## src/rtl/sel_pattern_driver.sv

```systemverilog
// Line-state sequencer for the single-bit sel net: stores a short pattern of
// 0/1/Z/X codes and replays it with a programmable per-step dwell.
module sel_pattern_driver #(
  parameter int DEPTH   = 8,
  parameter int DWELL_W = 8
) (
  input  logic                     clk,
  input  logic                     reset,
  input  logic                     load_valid,
  input  logic [1:0]               load_code,
  output logic                     load_ready,
  input  logic                     clear,
  input  logic                     start,
  input  logic [DWELL_W-1:0]       dwell,
  input  logic                     abort,
  output logic                     sel_o,
  output logic                     sel_oe,
  output logic                     sel_x,
  output logic                     busy,
  output logic                     done,
  output logic [$clog2(DEPTH)-1:0] step_idx,
  output logic [$clog2(DEPTH):0]   count
);

  localparam int IDX_W = $clog2(DEPTH);
  localparam int CNT_W = IDX_W + 1;

  localparam logic [1:0] S_IDLE = 2'd0;
  localparam logic [1:0] S_RUN  = 2'd1;
  localparam logic [1:0] S_DONE = 2'd2;

  logic [1:0]         state_q, state_d;
  logic [CNT_W-1:0]   count_q, count_d;
  logic [IDX_W-1:0]   step_idx_q, step_idx_d;
  logic [DWELL_W-1:0] dwell_lat_q, dwell_lat_d;
  logic [DWELL_W-1:0] dwell_cnt_q, dwell_cnt_d;
  logic               sel_o_q, sel_o_d;
  logic               sel_oe_q, sel_oe_d;
  logic               sel_x_q, sel_x_d;
  logic               mem_we;
  logic               last_entry;
  logic [1:0]         code_sel;
  logic [1:0]         mem_q [DEPTH];

  assign load_ready = (state_q == S_IDLE) && (count_q < CNT_W'(DEPTH));
  assign last_entry = ({1'b0, step_idx_q} == (count_q - CNT_W'(1)));

  always_comb begin
    // NOTE: every combinational output gets a default first so no path can
    // leave it unassigned and infer a latch.
    state_d     = state_q;
    count_d     = count_q;
    step_idx_d  = step_idx_q;
    dwell_lat_d = dwell_lat_q;
    dwell_cnt_d = dwell_cnt_q;
    mem_we      = 1'b0;

    case (state_q)
      S_IDLE: begin
        if (clear) begin
          count_d = '0;
        end else if (load_valid && load_ready) begin
          mem_we  = 1'b1;
          count_d = count_q + CNT_W'(1);
        end
        // The start decision sees the buffer after this cycle's write/clear.
        if (start) begin
          if (count_d != '0) begin
            state_d     = S_RUN;
            dwell_lat_d = dwell;
            dwell_cnt_d = '0;
            step_idx_d  = '0;
          end else begin
            state_d = S_DONE;
          end
        end
      end
      S_RUN: begin
        if (abort) begin
          state_d = S_IDLE;
        end else if (dwell_cnt_q == dwell_lat_q) begin
          if (last_entry) begin
            state_d = S_DONE;
          end else begin
            step_idx_d  = step_idx_q + IDX_W'(1);
            dwell_cnt_d = '0;
          end
        end else begin
          dwell_cnt_d = dwell_cnt_q + DWELL_W'(1);
        end
      end
      S_DONE:  state_d = S_IDLE;
      default: state_d = S_IDLE;
    endcase

    if (state_d != S_RUN) step_idx_d = '0;

    // Bypass the buffer when the entry to drive is being written this cycle.
    if (mem_we && ({1'b0, step_idx_d} == count_q)) code_sel = load_code;
    else                                           code_sel = mem_q[step_idx_d];

    sel_oe_d = 1'b0;
    sel_o_d  = 1'b0;
    sel_x_d  = 1'b0;
    if (state_d == S_RUN) begin
      case (code_sel)
        2'b00:   sel_oe_d = 1'b1;
        2'b01:   begin sel_oe_d = 1'b1; sel_o_d = 1'b1; end
        2'b10:   sel_oe_d = 1'b0;
        default: begin sel_oe_d = 1'b1; sel_x_d = 1'b1; end
      endcase
    end
  end

  // NOTE: sequential state uses non-blocking assignments so every flop
  // samples pre-edge values regardless of statement order.
  always_ff @(posedge clk or posedge reset) begin
    if (reset) begin
      state_q     <= S_IDLE;
      count_q     <= '0;
      step_idx_q  <= '0;
      dwell_lat_q <= '0;
      dwell_cnt_q <= '0;
      sel_o_q     <= 1'b0;
      sel_oe_q    <= 1'b0;
      sel_x_q     <= 1'b0;
    end else begin
      state_q     <= state_d;
      count_q     <= count_d;
      step_idx_q  <= step_idx_d;
      dwell_lat_q <= dwell_lat_d;
      dwell_cnt_q <= dwell_cnt_d;
      sel_o_q     <= sel_o_d;
      sel_oe_q    <= sel_oe_d;
      sel_x_q     <= sel_x_d;
    end
  end

  // NOTE: the pattern storage is deliberately not reset; count_q alone
  // defines which entries are valid, so stale contents are never read.
  always_ff @(posedge clk) begin
    if (mem_we) mem_q[count_q[IDX_W-1:0]] <= load_code;
  end

  assign sel_o    = sel_o_q;
  assign sel_oe   = sel_oe_q;
  assign sel_x    = sel_x_q;
  assign busy     = (state_q == S_RUN);
  assign done     = (state_q == S_DONE);
  assign step_idx = step_idx_q;
  assign count    = count_q;

endmodule
```

## config.mk

```make
export PLATFORM = sky130hd
export DESIGN_NAME = sel_pattern_driver
export DESIGN_NICKNAME = d
export VERILOG_FILES = /design/src/rtl/sel_pattern_driver.sv
export SDC_FILE = /design/constraint.sdc
export NUM_CORES = 1
export LEC_CHECK = 0
export BUFFER_PORTS_ARGS = -buffer_cell sky130_fd_sc_hd__buf_2
export CAP_MARGIN = 40
export CORE_ASPECT_RATIO = 0.7
export CORE_UTILIZATION = 55
export DETAILED_ROUTE_END_ITERATION = 8
export PLACE_DENSITY = 0.76
export SLEW_MARGIN = 10
export SYNTH_ARGS = -nofsm -noshare
export SYNTH_HDL_FRONTEND = slang
export SYNTH_SLANG_ARGS = --single-unit
```

## constraint.sdc

```tcl
create_clock -name clk -period 3.85 [get_ports clk]
set_input_delay 0.5775 -clock clk [delete_from_list [all_inputs] [get_ports clk]]
set_output_delay 0.5775 -clock clk [all_outputs]
set_load 0.03 [all_outputs]
```

# After elaboration in Yosys (flattened, before gate mapping)
# Memory sizes are Yosys's and may differ from the RTL's.
# Cells that the tools add are included.
totals:
  input_bits: 16
  ram_bits: 16
  reg_bits: 28
  mem_bits_ro: 0
  mem_count: 1
  output_inout_bits: 13
  latchBits: 0
memory_table:
  columns: ["memory", "words", "word_bits", "rd", "rd_clocked_by_memory_dff", "write_ports", "line", "text"]
  rows:
  - ["mem_q", 8, 2, 1, 0, 1, "43", "logic [1:0] mem_q [DEPTH];"]
op_classes:
  mul: 0
  reduce_logical: 10
  n_bitwise: 0
  order_cmp: 1
  shift: 0
  addsub: 4
  n_mux: 34
  div: 0
  n_eq_ne: 13
op_table:
  columns: ["cell", "count"]
  rows:
  - ["two-way mux 8 bit", 5]
  - ["two-way mux 3 bit", 6]
  - ["one-hot mux 8 bit (2 select lines)", 1]
  - ["two-way mux 2 bit", 6]
  - ["two-way mux 4 bit", 3]
  - ["two-way mux 1 bit", 11]
  - ["adder 8 x 1 -> 8 bit, second input constant", 1]
  - ["== test 3 x 4 -> 1 bit", 2]
  - ["== test 8 bit", 1]
  - ["== test 2 x 1 -> 1 bit, second input constant", 3]
  - ["one-hot mux 3 bit (2 select lines)", 1]
  - ["AND reduction 5 bit", 1]
  - ["adder 4 x 1 -> 4 bit, second input constant", 1]
  - ["== test 2 bit, second input constant", 2]
  - ["zero test 2 bit", 2]
  - ["less-than comparator 4 bit, second input constant", 1]
  - ["inequality test 2 x 1 -> 1 bit, second input constant", 2]
  - ["inequality test 2 bit, second input constant", 2]
  - ["one-hot mux 2 bit (2 select lines)", 1]
  - ["nonzero test 4 bit", 1]
  - ["subtractor 4 x 1 -> 4 bit, second input constant", 1]
  - ["adder 3 x 1 -> 3 bit, second input constant", 1]
  - ["logical AND 1 bit", 3]
  - ["inequality test 3 bit, second input constant", 1]
  - ["other kinds (3)", 3]

# Longest topological paths before layout
logic_depth:
  word_depth: 19
  depth_mapped: 13
  ltp_nobuf: 12

# Least setup slack after synthesis
# OpenSTA, ideal clock, no wires.
synth_timing:
  path_kind: "flip-flop to flip-flop"
  start: "reg count_q[0], in the netlist count[0]"
  end: "reg sel_oe_q, in the netlist sel_oe"
  t_required_ns: 3.716
  stages_incl_launch_ff: 13
  period_less_slack_ns: 3.233
  setup_time_ns: 0.134
  t_arrival_ns: 3.100
  setup_slack_ns: 0.617
  cell_sequence: "dfrtp_1 -> clkbuf_1 -> inv_1 -> ha_1 -> nor4b_1 -> mux2_4 -> o22ai_2 -> a31o_2 -> mux2i_2 -> a221oi_1 -> or3_1 -> a31oi_2 -> o21bai_1"
synth_between:
  elab_chain_cells: 18
  elab_cells_between_ends: 35
synth_lines:
  columns: ["item", "line", "text"]
  rows:
  - ["start, declared", "33", "logic [CNT_W-1:0] count_q, count_d;"]
  - ["start signal, assigned", "129", "count_q <= count_d;"]
  - ["branches (longest 17 deep; another with less-than comparator 4 bit)", null, null]
  - ["two-way mux 1 bit (*)", "105", "if (state_d == S_RUN) begin"]
  - ["via sel_oe_d", "38", "logic sel_oe_q, sel_oe_d;"]
  - ["end signal, assigned", "134", "sel_oe_q <= sel_oe_d;"]
  - ["end, declared", "38", null]
# Mark *: on every way through the listed nets, which the timed path passes. The select of a mux whose other input is x is not followed.
# A chain may end at the register's enable or synchronous reset.

# Final worst setup path
layout_timing:
  start: "reg count_q[1], in the netlist count[1]"
  end: "reg sel_oe_q, in the netlist sel_oe"
# Same word-level chain as after synthesis.

==> out/metrics.cfg <==
[clock_network]
clk_pin_slew_ps = 80
clock_sinks = 44
cts_buffers = 5
post_cts_buffers = 0
clock_path_buffers = 2
holdBufCountCts = 0
cts_resized = 0
cts-root-buf = clkbuf_8
cts_htree_levels = 2
clk_latency_ps = 300
cts_tree = done

[die]
chipHeight_um = 57.6
die_w_um = 81.5
ios = 29
rows = 19
initial_core_util_pct = 59.8
die_area_um2 = 4700
coreArea_um2 = 4070

[routing]
dr.pass1.iters = 4
drc = 0
antenna_left = 0
via_per_inst = 6.07
drtIter0Drc = 199
wl_mm = 5.37
num_vias = 1876
wl_per_cell_um = 17.4

[setup_path]
timing.reg2reg.setup_slack_ps = 440
cp-start-kind = flop
max_stage_delay_ps = 600
path_buf_inv = 1
r2r-start = count[1]$_DFFE_PP0N_
crit_fanout = 13
arrival_ps = 3570
endpoint_kind = flop
crit_chain = inv_1 -> ha_1 -> nor4b_1 -> mux2_4 -> o22ai_2 -> a31o_2 -> mux2i_2 -> a221oi_1 -> or3_1 -> a31oi_2 -> o21bai_1
critPathKind = flop to flop
reg2regPathDepth = 11
required_ps = 4010
cp_slowest_cell = dfrtp_1
crit_family = compound AO/OA/AOI/OAI gates
rr_endpoint = sel_oe$_DFF_PP0_

[final_layout]
syn_to_final_growth_pct = 13.1
fillCellCount = 323
final_nets = 276
antennaDiodeCount = 0
postLayoutCellArea_um2 = 2750
postLayoutCoreUtil_pct = 67.7
drive_gt1_share_pct = 24.1

[logic_synthesis]
ys.warnings.count = 0
syn_inst = 227
synthFlopType = dfrtp_1
synth_nets = 247
syn_area_um2 = 2430
synth_edf_count = 16
postSynth.asyncResetShare_pct = 63.6
synth-seq-cells = 44
syn_avg_cell_area_um2 = 10.7
synth-seq-area-share_pct = 48.6
yosysUniqueCellTypes = 54

[power]
ir_worst_vdd_mv = 0.372
comb_power_share_pct = 36.7
p_per_area_nw_per_um2 = 582
p_switching_mw = 0.587
p_leak_nw = 1.16
swShare_pct = 36.7
pwr-share-seq_pct = 41.8
p_int_mw = 1.01
p_clk_share_pct = 21.5

[global_routing]
grt_use_total_pct = 25.4
antenna_found_initial = 0
first_global_vias = 1697
grt_pass1_wl_mm = 8.60
gr-total-overflow = 0
grt_max_degree = 23

[hold_path]
hp-class = input port to async pin

[timing]
fmax_mhz = 293
drv_slew = 0
hold_viol_final = 0
setup_violations = 0
skew_ps = 6.80
fin_crit_sh_pct = 88.6
slew_headroom_pct = 56.8
tightest_slew_ps = 642
tns_ps = 0
grt_setup_unrepaired = false
period_needed_ps = 3410

[place]
hpwl_mm = 3.98
portBuffers = 28
place_congestion = 0.907
place_area_um2 = 2640

[status]
status = completed

[job]
maxCapViolCount = 0

==> kinds of logic after synthesis <==
family | count (synthesis) | share of synthesized area (%)
buffers and inverters | 18 | 3.04
AOI/OAI and AO/OA | 45 | 14.6
xor gates and xnor gates | 17 | 6.12
DFF | 44 | 48.6
and+or+nand+nor | 84 | 18.5
muxes | 15 | 7.10
adders and majority gates | 4 | 2.06
==> stage by stage <==
stage          std cells  hold WS [ps]  power, mW  setup WS [ps]
3_5_place_dp         301           525       1.26            466
3_3_place_gp         300           515       1.24            627
6_report             309           231       1.60            441
2_1_floorplan        227           502       1.11            617
4_1_cts              309           241       1.60            444
5_1_grt              309           256       1.70            181
==> synth_stat cells (5+ instances only) <==
cell / count / area (um^2)
nor2b_1: 5 / 31.3
nand2b_1: 5 / 31.3
inv_1: 6 / 22.5
o31ai_1: 5 / 37.5
dfrtp_1: 28 / 701
edfxtp_1: 16 / 480
clkbuf_1: 7 / 26.3
xor2_1: 6 / 52.6
nand3_1: 9 / 45.0
nand2_1: 12 / 45.0
mux2_2: 11 / 124
nor3_1: 9 / 45.0
nor2_1: 21 / 78.8
o21ai_0: 11 / 55.1
xnor2_1: 11 / 96.3
==> state kept, by name (all words and copies together), names as in the netlist <==
name	flops
sel_oe	1
state_q	2
mem_q	16
dwell_lat_q	8
sel_o	1
count	4
sel_x	1
step_idx	3
dwell_cnt_q	8
==> power groups by stage <==
stage | Sequential, mW | Combinational [mW] | Clock, mW
finish | 0.668 | 0.587 | 0.344
global placement | 0.670 | 0.570 | 0
detailed placement | 0.675 | 0.586 | 0
global route | 0.681 | 0.649 | 0.366
floorplan | 0.663 | 0.449 | 0
CTS | 0.665 | 0.589 | 0.348
==> worst register-to-register path, cell delays in order, from the launching register on <==
cell and delay [ps]:
dfrtp_1 600, inv_1 160, ha_1 360, nor4b_1 310
mux2_4 230, o22ai_2 220, a31o_2 350, mux2i_2 250
a221oi_1 110, or3_1 370, a31oi_2 210, o21bai_1 90
==> layer usage <==
layer | GRT usage, % | routed length, um | vias up
met2 | 34.8 | 2220 | 77
met4 | 7.65 | 57 | 0
met3 | 4.72 | 473 | 7
met1 | 40.3 | 2620 | 895
met5 | 0 | 0 | -
li1 | - | - | 897
==> cell usage in the layout, fill, tap and decap left out, types with 6 or more instances in the layout <==
| cell type | count |
|---|---|
| mux2_2 | 11 |
| inv_1 | 6 |
| xnor2_1 | 11 |
| o21ai_0 | 11 |
| nand3_1 | 9 |
| dfrtp_1 | 28 |
| nor2_1 | 21 |
| nor3_1 | 9 |
| buf_2 | 28 |
| nand2_1 | 12 |
| edfxtp_1 | 16 |
| xor2_1 | 6 |
==> area by class of cell <==
cell class	count	area, um^2	share of cell area [%]
multi-input cells	165	1180	42.8
well taps	52	65.1	2.36
inverters	8	30.0	1.09
clock inverters	2	35.0	1.27
clock buffers	6	72.6	2.64
repair buffers	32	190	6.91
flip-flops and latches	44	1180	42.9
==> worst max path at each step <==
stage / start / end / slack, ps / depth (start not counted)
final: count[1]$_DFFE_PP0N_ / sel_oe$_DFF_PP0_ / 440 / 11
after CTS: count[1]$_DFFE_PP0N_ / sel_oe$_DFF_PP0_ / 440 / 11
after detailed placement: count[1]$_DFFE_PP0N_ / sel_oe$_DFF_PP0_ / 470 / 11
after floorplan: count[0]$_DFFE_PP0N_ / sel_oe$_DFF_PP0_ / 620 / 12
after global routing: count[1]$_DFFE_PP0N_ / sel_oe$_DFF_PP0_ / 180 / 11
after global placement: count[1]$_DFFE_PP0N_ / sel_oe$_DFF_PP0_ / 630 / 11
No activity file was read; power rests on OpenSTA's default activity.
